===== config.mk =====
export PLATFORM = sky130hd
export DESIGN_NAME = btn_conditioner
export DESIGN_NICKNAME = d
export VERILOG_FILES = /design/src/rtl/btn_conditioner.sv
export SDC_FILE = /design/constraint.sdc
export NUM_CORES = 1
export LEC_CHECK = 0
export BUFFER_PORTS_ARGS = -buffer_cell sky130_fd_sc_hd__buf_2
export CAP_MARGIN = 30
export CORE_UTILIZATION = 60
export DETAILED_ROUTE_END_ITERATION = 8
export PLACE_DENSITY = 0.8
export SLEW_MARGIN = 20
export SYNTH_ARGS = -nofsm -noshare
export SYNTH_HDL_FRONTEND = slang
export SYNTH_SLANG_ARGS = --single-unit

===== constraint.sdc =====
create_clock -name clk -period 2.3 [get_ports clk]
set_input_delay 0 -clock clk [delete_from_list [all_inputs] [get_ports clk]]
set_output_delay 0 -clock clk [all_outputs]
set_load 0.005 [all_outputs]

===== src/rtl/btn_conditioner.sv =====
// Push-button conditioner: two-flop synchronizer, restartable debounce window,
// registered press/release edges and a hold FSM that classifies short vs long presses.
module btn_conditioner #(
  parameter int DEBOUNCE_CYCLES   = 480000,
  parameter int LONG_PRESS_CYCLES = 96000000,
  parameter bit ACTIVE_LOW        = 1'b1
) (
  input  logic clk,
  input  logic rst,
  input  logic usr_btn,
  output logic pressed,
  output logic press_pulse,
  output logic release_pulse,
  output logic short_press,
  output logic long_press
);

  localparam int CNT_W  = $clog2(DEBOUNCE_CYCLES);
  localparam int HOLD_W = $clog2(LONG_PRESS_CYCLES);
  localparam logic [CNT_W-1:0]  CNT_LAST  = CNT_W'(DEBOUNCE_CYCLES - 1);
  localparam logic [HOLD_W-1:0] HOLD_LAST = HOLD_W'(LONG_PRESS_CYCLES - 1);

  typedef enum logic [1:0] {
    IDLE = 2'd0,
    HELD = 2'd1,
    LONG = 2'd2
  } hold_state_t;

  logic              s1;
  logic              s2;
  logic              lvl;
  logic [CNT_W-1:0]  cnt;
  logic              accept;
  logic              rise;
  logic              fall;

  hold_state_t       state;
  hold_state_t       state_nxt;
  logic [HOLD_W-1:0] hold_cnt;
  logic [HOLD_W-1:0] hold_cnt_nxt;
  logic              short_nxt;
  logic              long_nxt;

  // Synchronizer: flops idle at the released pin level so reset never looks like a press.
  always_ff @(posedge clk) begin
    if (rst) begin
      s1 <= ACTIVE_LOW;
      s2 <= ACTIVE_LOW;
    end else begin
      s1 <= usr_btn;
      s2 <= s1;
    end
  end

  assign lvl = ACTIVE_LOW ? ~s2 : s2;

  // Debounce: a level change is taken only after the window completes uninterrupted.
  assign accept = (lvl != pressed) && (cnt == CNT_LAST);
  assign rise   = accept && lvl;
  assign fall   = accept && !lvl;

  always_ff @(posedge clk) begin
    if (rst) begin
      cnt           <= '0;
      pressed       <= 1'b0;
      press_pulse   <= 1'b0;
      release_pulse <= 1'b0;
    end else begin
      press_pulse   <= rise;
      release_pulse <= fall;
      if (lvl == pressed) begin
        cnt <= '0;
      end else if (cnt == CNT_LAST) begin
        pressed <= lvl;
        cnt     <= '0;
      end else begin
        cnt <= cnt + 1'b1;
      end
    end
  end

  // Hold FSM: steps on the unregistered edge events so its pulses line up with
  // press_pulse/release_pulse; a release on the threshold edge wins.
  always_comb begin
    state_nxt    = state;
    hold_cnt_nxt = hold_cnt;
    short_nxt    = 1'b0;
    long_nxt     = 1'b0;
    case (state)
      IDLE: begin
        if (rise) begin
          state_nxt    = HELD;
          hold_cnt_nxt = '0;
        end
      end
      HELD: begin
        if (fall) begin
          short_nxt = 1'b1;
          state_nxt = IDLE;
        end else if (hold_cnt == HOLD_LAST) begin
          long_nxt  = 1'b1;
          state_nxt = LONG;
        end else begin
          hold_cnt_nxt = hold_cnt + 1'b1;
        end
      end
      LONG: begin
        if (fall) begin
          state_nxt = IDLE;
        end
      end
      default: begin
        state_nxt = IDLE;
      end
    endcase
  end

  always_ff @(posedge clk) begin
    if (rst) begin
      state       <= IDLE;
      hold_cnt    <= '0;
      short_press <= 1'b0;
      long_press  <= 1'b0;
    end else begin
      state       <= state_nxt;
      hold_cnt    <= hold_cnt_nxt;
      short_press <= short_nxt;
      long_press  <= long_nxt;
    end
  end

endmodule

# Word-level counts from Yosys, hierarchy flattened
# Index checks and enable logic that the tools add are counted.
[classes]
eq_ne = 11
muxes = 11
add_sub_neg = 2
n_reduce_logical = 11
bitwise = 3
[ops]
columns = ["op", "count"]
rows = [
  ["2-to-1 mux 27 bit", 3],
  ["case mux 27 bit (2 select lines)", 1],
  ["adder 27 x 1 -> 27 bit, second input constant", 1],
  ["equality test 27 bit, second input constant", 1],
  ["adder 19 x 1 -> 19 bit, second input constant", 1],
  ["equality test 19 bit, second input constant", 1],
  ["2-to-1 mux 2 bit", 4],
  ["inequality test 2 bit, second input constant", 4],
  ["case mux 2 bit (3 select lines)", 1],
  ["OR reduction 3 bit", 2],
  ["AND reduction 4 bit", 1],
  ["logical AND 1 bit", 3],
  ["inequality test 3 bit, second input constant", 1],
  ["inverter 1 bit", 3],
  ["AND reduction 3 bit", 1],
  ["equality test 2 x 1 -> 1 bit, second input constant", 1],
  ["equality test 2 bit, second input constant", 1],
  ["logical NOT 2 bit", 1],
  ["2-to-1 mux 1 bit", 2],
  ["AND reduction 2 bit", 1],
  ["nonzero test 2 bit", 1],
  ["OR reduction 2 bit", 1],
  ["equality test 1 bit", 1],
  ["inequality test 1 bit", 1],
]
[word_totals]
ff_bits = 55
output_inout_bits = 5

# Logic depth before layout (Yosys ltp)
# Gate-level depths: netlist (run 1).
[depth]
depth_word = 6
ltp_mapped = 8

# Worst setup path after synthesis (run 1)
# Ideal clock, no wire load.
[synth_timing]
path_type = "reg2reg"
from = "register cnt[0]"
to = "register hold_cnt[22]"
period_less_slack_ps = 1952
n_path_buf = 0
path_stages_with_launch = 8
arrival_ps = 1835
setup_slack_ps = 348
setup_time_ps = 117
path_cell_list = "dfxtp_1 -> ha_1 -> nand4_1 -> or2_4 -> o32ai_2 -> nor2_1 -> a21o_2 -> a22o_1"
[synth_via]
elab_chain_cells = 5
word_cells_on_any_way = 7
classes_between = "3 x eq/ne; 4 x reduce/logical"
[synth_lines]
columns = ["item", "line_no", "source"]
rows = [
  ["start: declaration", "32", "logic [CNT_W-1:0] cnt;"],
  ["start signal: assignment", "77", "cnt <= cnt + 1'b1;"],
  ["equality test 19 bit *", "58", "assign accept = (lvl != pressed) && (cnt == CNT_LAST);"],
  ["logical AND 1 bit *", "58", ""],
  ["logical AND 1 bit, on equally long branches", "60, 59", ""],
  ["inequality test 2 bit (no line)", "-", ""],
  ["AND reduction 4 bit (no line) *", "-", ""],
  ["end signal: assignment", "126", "hold_cnt <= hold_cnt_nxt;"],
  ["end: declaration", "39", "logic [HOLD_W-1:0] hold_cnt;"],
]
# Every way passes the cells marked *; elsewhere a longest branch is shown, timed or not.
# A chain may end at the register's enable or synchronous reset.

# Final worst setup path (run 1)
[layout_timing]
from = "register cnt[0]"
to = "register hold_cnt[18]"
# Same word-level chain as after synthesis.

==> metrics.txt, run 1 <==
I/O Pins 8; Seq/Total Area, Yosys a little over two fifths; die area about 4600 um^2; Post-route DRC 0; DRT antenna net count 0; max-cap violations 0; Cell Pwr Density between 500 and 600 nW/um^2; Max Freq between 400 and 500 MHz; CP required 2.56 ns; clk_lat worst skew 0.30 ns; Post-CTS Setup Inserts 0; cell area after synthesis ~2600 um^2; Async S/R FF share, synth 0%; H-tree levels 2; EDFF count, synth 0; GP Congestion approximately 0.84; first-pass GRT wire length roughly 9000 um; design area between 2000 and 3000 um^2; antenna cells 0; clk root buf clkbuf_8; pin count of the biggest net entering global routing 20; RSZ-0062 raised after global routing no; multi-input logic area 1430 um^2; starting density of the core between 60% and 70%; via count 2,296; WP data arrival about 2.4 ns; endpoints failing setup 0; total track usage between 20% and 30%; area grow syn2layout 9.42%; Mapped Cells 300; most common cell after layout, fill and taps aside dfxtp_1; top_reg_cell synth dfxtp_1; most frequent cells in the layout dfxtp_1 (55), nor2_1 (39), o21ai_0 (27), nand3_1 (22); Slowest cell on crit path dfxtp_1; placed cell area ~2700 um^2; drt pass-1 iters 5; status finished clean; DR vias/cell 6.26; core area between 4000 and 5000 um^2; Clock transition at path regs about 0.090 ns; port bufs 7; Sum Neg Setup Slack 0 ns; Peak VDD IR 0.387 mV; Synth cell types 50; worst-margin pin slew 0.645 ns; DR WL/cell 14.9 um; final period utilization a little over nine tenths; grt ovf 0; hold path cells 2; crit path max fanout 5; layout cells sized above 1 between 15 and 20%; Worst Reg-to-Reg Cells 7; Die Ht 67.9 um; total CTS buffers 5; CP Launch Type flop; CP endpoint kind flop; delay of the slowest critical-path stage 0.39 ns; relative slew slack 56.9%; total area of sequential cells roughly 1100 um^2; clk sinks 55; yosys warns 0; Rows 23; Reg2Reg Setup Slack 0.14 ns; Syn Area/Cell approximately 8.7 um^2; total wire length between 5000 and 6000 um; Tmin final 2.16 ns; Setup Skew 0.00538 ns; CTS tree yes; CP Cell Sequence ha_1 -> nand4_1 -> nor2_1 -> nand3_1 -> o21ai_1 -> nor4b_1 -> o21ba_2; Setup CP Type flop to flop; Max Slew Vio Count 0; vias in the first global route just under 2,000; Pleak 0.965 nW; initial DRC count around 240; HP Class input port to flop; FF+latch count, synth 55; Die X-Extent between 60 and 70 um; post-detail-place hpwl 3820 um; buffer depth of the longest clock path 2; Hold Vio Cnt, Final 0; Post-Syn Nets 305; Filler cells 344; fin nets around 320; initial antenna violation count 0
flip-flops by register name (all words and copies together) (netlist names):
register       count
cnt               19
hold_cnt          27
long_press         1
press_pulse        1
pressed            1
release_pulse      1
s1                 1
s2                 1
short_press        1
state              2
cells in the mapped netlist (3+ instances only):
cell type | instances | share of area, %
xnor2_1 | 10 | 3.4
xor2_1 | 7 | 2.4
o21ai_0 | 27 | 5.2
o41ai_1 | 3 | 1.0
nor4_1 | 5 | 1.2
nor3_1 | 6 | 1.2
clkbuf_1 | 4 | 0.58
nand4_1 | 12 | 2.9
and3_1 | 4 | 0.96
nor4b_1 | 3 | 1.0
a31oi_1 | 10 | 2.4
inv_1 | 5 | 0.72
nand2_1 | 16 | 2.3
nor2_1 | 39 | 5.6
a21oi_1 | 15 | 2.9
buf_2 | 3 | 0.58
nand3_1 | 22 | 4.2
or3_1 | 3 | 0.72
and4_1 | 5 | 1.7
dfxtp_1 | 55 | 42
and2_1 | 7 | 1.7
and3_2 | 4 | 1.2
layer usage:
metal | vias to the layer above | global-route usage [%] | wire length, um
met2 | 81 | 38.6 | 2410
met5 | - | 0 | 0
li1 | 1140 | - | -
met3 | 10 | 5.67 | 303
met1 | 1065 | 36.4 | 2680
met4 | 0 | 6.77 | 70
stage by stage:
step                setup WS [ns]  util (%)  total power, W  hold slack (ns)  cells
finish                      0.143      69.7         0.00156           0.0272    367
global route              0.00353      69.7         0.00161           0.0277    367
CTS                         0.144      69.7         0.00157           0.0202    367
detailed placement          0.180      67.0         0.00101            0.186    358
global placement            0.267      67.0         0.00101            0.182    358
floorplan                   0.348         -        0.000997            0.104    300
worst max-delay path: cells and delay by family (launching register included):
kind            cells  cell delay (ns)
simple gates        4             1.03
compound gates      2             0.47
fa+ha+maj           1             0.22
flops               1             0.39
final timing paths:
kind,start,endpoint
worst max-delay path,cnt[0],hold_cnt[18]
worst min-delay path,rst,state[0]
worst max register to register,cnt[0],hold_cnt[18]
worst min register to register,s1,s2
report_power, final:
part	total, W	internal [W]	switching (W)
Clock	0.000568	0.000275	0.000293
Sequential	0.000956	0.000954	0.00000239
Combinational	0.0000309	0.0000121	0.0000188
final cells by class:
class	count	area share, %
clock buffers	8	3.51
inverters	5	0.659
multi-input cells	230	50.1
flip-flops and latches	55	38.6
well taps	50	2.20
repair buffers	19	4.92
cell families after synthesis:
family	after synthesis	share of synthesized area [%]
flip-flops	55	42.3
adder cells (fa/ha/maj)	2	0.961
AND/OR/NAND/NOR	140	30.2
AO/OA/AOI/OAI	71	17.8
XOR/XNOR	17	5.72
buffers and inverters	15	3.03
repair_timing:
| action | CTS | global route |
|---|---|---|
| endpoints found under the setup margin | 0 | 2 |
| hold endpoints to repair | 1 | 0 |
| hold buffers | 1 | 0 |
| gates resized for setup | 0 | 1 |
Power figures use the tool's default switching activity.
==> run 2: changes to the inputs <==
- PLACE_DENSITY: 0.8 -> 0.75
==> metrics.txt, run 2 (synthesis gave the netlist of run 1 again) <==
status finished clean; layout cells sized above 1 around 17%; CP bufs+invs 1; endpoints failing setup 0; fin nets roughly 330; first-pass GRT wire length approximately 8900 um; most common cell after layout, fill and taps aside dfxtp_1; Cell Pwr Density between 500 and 600 nW/um^2; Slowest cell on crit path nor2_1; I/O Pins 8; HP Class input port to flop; initial antenna violation count 0; Sum Neg Setup Slack 0 ns; Rows 23; relative slew slack 57.1%; most frequent cells in the layout dfxtp_1 (55), nor2_1 (38), o21ai_0 (27), nand3_1 (22), buf_4 (16); initial DRC count ~160; DRT antenna net count 0; clk_lat worst skew 0.30 ns; post-layout util 71.7%; crit-path most repeated cell nand4_1; Die Ht 67.9 um; Hold Vio Cnt, Final 0; total wire length approximately 5300 um; post-detail-place hpwl roughly 3800 um; routed wl met2 2240 um; Tmin final around 2.1 ns; vias in the first global route ~2,000; final period utilization between 90 and 100%; CP required between 2 and 3 ns; GP Congestion roughly 0.86; grt ovf 0; clk sinks between 50 and 60; total track usage ~26%; Clock transition at path regs roughly 0.090 ns; via count approximately 2,300; max-cap violations 0; Die X-Extent slightly below 70 um; area grow syn2layout 12.5%; Max Slew Vio Count 0; core area ~4100 um^2; clk root buf clkbuf_8; Setup Skew ~0.0035 ns; CTS tree yes; drt pass-1 iters 4; Post-route DRC 0; die area 4610 um^2; RSZ-0062 raised after global routing no; CP endpoint kind flop; crit path max fanout 9; WP data arrival 2.35 ns; Setup CP Type flop to flop; Pleak slightly above 1 nW; most flop-heavy register hold_cnt; delay of the slowest critical-path stage roughly 0.42 ns; Largest delay share family, worst path simple AND/OR/NAND/NOR gates; DR WL/cell between 10 and 15 um; Top Metal Used met4; Largest regs hold_cnt x27, cnt x19, state x2; pin count of the biggest net entering global routing 20; total CTS buffers 5; starting density of the core between 60% and 70%; sum of routed wire segments on met1 between 2000 and 3000 um; buffer depth of the longest clock path 2; CP Launch Type flop; max reg flops 27; antenna cells 0; worst-margin pin slew approximately 0.64 ns; DR vias/cell around 6.0; H-tree levels 2; CP Cell Sequence ha_1 -> and3_2 -> nand4_1 -> o32ai_2 -> nor2_1 -> buf_4 -> nand4_1 -> o21ai_0; met3 routed WL 283 um; port bufs 7; Peak VDD IR 0.344 mV; Max Freq roughly 470 MHz
run 2: path summary, 6_finish.rpt:
path,from,end,slack (ns),cells past startpoint
worst min-delay path,rst,hold_cnt[4],0.05,2
worst min register to register,s1,s2,0.43,1
worst max register to register,hold_cnt[0],hold_cnt[24],0.18,8
worst max-delay path,hold_cnt[0],hold_cnt[24],0.18,8
run 2: layout make-up:
type	count	area, um^2
multi-input cells	230	1430
inverters	5	18.8
repair buffers	25	185
fillers	315	1160
clock inverters	2	60.1
flip-flops and latches	55	1100
well taps	50	62.6
clock buffers	6	72.6
run 2: power by group:
part	total, W	switching (W)	internal (W)
registers	0.000956	0.00000240	0.000954
clock network	0.000730	0.000296	0.000435
logic	0.0000302	0.0000181	0.0000122
total	0.00172	0.000316	0.00140
run 2: routing by layer:
metal  vias up  global-route usage, %
met1      1036                   36.1
met3        14                   6.33
met4         0                   10.4
met2        61                   37.6
met5         -                      0
li1       1145                      -
run 2: through the flow:
stage	power [W]	hold WS (ns)	cell area (um^2)	std cells	setup slack, ns
CTS	0.00174	0.0366	2920	373	0.179
floorplan	0.000997	0.104	2600	300	0.348
global route	0.00177	0.0727	2930	373	0.0254
finish	0.00172	0.0514	2930	373	0.182
global placement	0.00101	0.183	2780	364	0.249
detailed placement	0.00101	0.184	2780	364	0.203
run 2: worst register-to-register path, stage by stage (launching register included):
cell and delay [ns]:
dfxtp_1 0.36, ha_1 0.26, and3_2 0.25, nand4_1 0.12, o32ai_2 0.11, nor2_1 0.42
buf_4 0.26, nand4_1 0.09, o21ai_0 0.17
run 2: repair_timing:
item                                    in CTS  in global routing
resized for setup                            0                  2
hold buffers                                 1                  0
endpoints found under the setup margin       0                  3
buffers inserted                             0                  0
endpoints found under the hold margin        1                  0
==> run 3: changes to the inputs <==
- CORE_UTILIZATION: 60 -> 50
- PLACE_DENSITY: 0.75 -> 0.64
==> metrics.txt, run 3 (synthesis gave the netlist of run 1 again) <==
Die X-Extent between 70 and 80 um; I/O Pins 8; grt ovf 0; crit path max fanout 7; worst hold slack roughly 0.024 ns; CP endpoint kind flop; clk_lat worst skew roughly 0.31 ns; area grow syn2layout 12.7%; die area around 5500 um^2; buffer depth of the longest clock path 2; layout cells sized above 1 18.0%; WP data arrival 2.35 ns; Sum Neg Setup Slack 0 ns; Tmin final ~2.1 ns; Setup WS pre-CTS a little over 0.2 ns; Pleak a little over 1 nW; r2r startpoint cnt[0]; final worst slack between 0.15 and 0.2 ns; initial DRC count roughly 160; Reg2Reg Setup Slack between 0.15 and 0.2 ns; worst-margin pin slew 0.617 ns; GP Congestion between 0.7 and 0.8; HP Class input port to flop; clk sinks 55; Endpoint, Worst Hold state[0]; DRT antenna net count 0; initial antenna violation count 0; Worst Reg-to-Reg Cells 7; antenna cells 0; starting density of the core 53.4%; endpoints failing setup 0; post-layout util between 60% and 70%; Rows 25; Die Ht between 70 and 80 um; total track usage roughly a quarter; vias in the first global route between 2,000 and 2,500; Largest regs hold_cnt x27, cnt x19, state x2; total CTS buffers 5; hold wc startpoint rst; PostCTS Resize Cnt 0; Clock transition at path regs around 0.10 ns; max-cap violations 0; first-pass GRT wire length just under 10,000 um; H-tree levels 2; Max Slew Vio Count 0; via count 2,236; fin nets around 330; most frequent cells in the layout dfxtp_1 (55), nor2_1 (39), o21ai_0 (27), nand3_1 (22), buf_4 (21); Setup CP Type flop to flop; Hold Vio Cnt, Final 0; total wire length slightly below 6000 um; Setup Skew approximately 0.007 ns; status finished clean; final period utilization between 90% and 100%; Filler cells 463; CP required between 2 and 3 ns; post-detail-place hpwl roughly 4100 um; Cell Pwr Density between 500 and 600 nW/um^2; DR vias/cell roughly 5.7; Post-CTS Hold Buffers 1; max reg flops 27; port bufs 7; RSZ-0062 raised after global routing no; Post-route DRC 0; drt pass-1 iters 4; Peak VDD IR around 0.23 mV; Reg2Reg Capture Point hold_cnt[5]; pin count of the biggest net entering global routing 20; CP Launch Type flop; most flop-heavy register hold_cnt; core area a little under 5000 um^2; DR WL/cell 14.6 um; CTS tree yes; Slowest cell on crit path o32a_4; Post-CTS Setup Inserts 0; relative slew slack between 50 and 60%; Final Total Pwr between 0.0015 and 0.002 W; most common cell after layout, fill and taps aside dfxtp_1; delay of the slowest critical-path stage between 0.4 and 0.5 ns; clk root buf clkbuf_8; hold path cells 2; CP Cell Sequence ha_1 -> nand4_1 -> or2_4 -> o32a_4 -> nand2_1 -> nand3_1 -> a31oi_1; Max Freq ~480 MHz
## run 3: cell types whose count changed in the layout (fill, tap and decap cells not counted), sizes merged
cell / change
clkinv: +3
bufinv: -2
clkbuf: -1
buf: +5
## run 3: final cells by class
cell class	count	area, um^2	share of cell area [%]
Multi-Input combinational cell	230	1420	48.5
Timing Repair Buffer	30	223	7.59
Inverter	5	18.8	0.640
Clock inverter	3	15.0	0.512
Clock buffer	5	68.8	2.35
Sequential cell	55	1100	37.5
Tap cell	67	83.8	2.86
## run 3: report_power, final
| part | internal [W] | switching (W) |
|---|---|---|
| sequential | 0.000954 | 0.00000225 |
| clock | 0.000209 | 0.000308 |
| combinational | 0.0000122 | 0.0000184 |
## run 3: worst max-delay path by stage
stage                 from           end  slack (ns)  cells after the start
finish              cnt[0]   hold_cnt[5]        0.20                      7
global route        cnt[0]  hold_cnt[13]        0.02                      7
CTS                 cnt[0]   hold_cnt[5]        0.18                      7
detailed placement  cnt[0]   hold_cnt[5]        0.21                      7
global placement    cnt[0]  hold_cnt[13]        0.29                      7
floorplan           cnt[0]  hold_cnt[22]        0.35                      7
## run 3: critical path: cells and delay by family (launching register included)
| kind | cells | cell delay [ns] |
|---|---|---|
| AO/OA/AOI/OAI | 2 | 0.61 |
| adder cells (fa/ha/maj) | 1 | 0.22 |
| flip-flops | 1 | 0.39 |
| AND/OR/NAND/NOR | 4 | 0.82 |
## run 3: through the flow
| step | area (um^2) | cells |
|---|---|---|
| finish | 2930 | 395 |
| CTS | 2930 | 395 |
| floorplan | 2600 | 300 |
| detailed placement | 2840 | 386 |
| global route | 2930 | 395 |
| global placement | 2840 | 386 |
## run 3: metal layers
layer	global-route usage (%)	vias up	wire, um
met5	0	-	0
met3	4.07	6	224
met2	34.7	42	2500
met1	34.5	1038	2990
met4	6.84	0	59
li1	-	1150	-
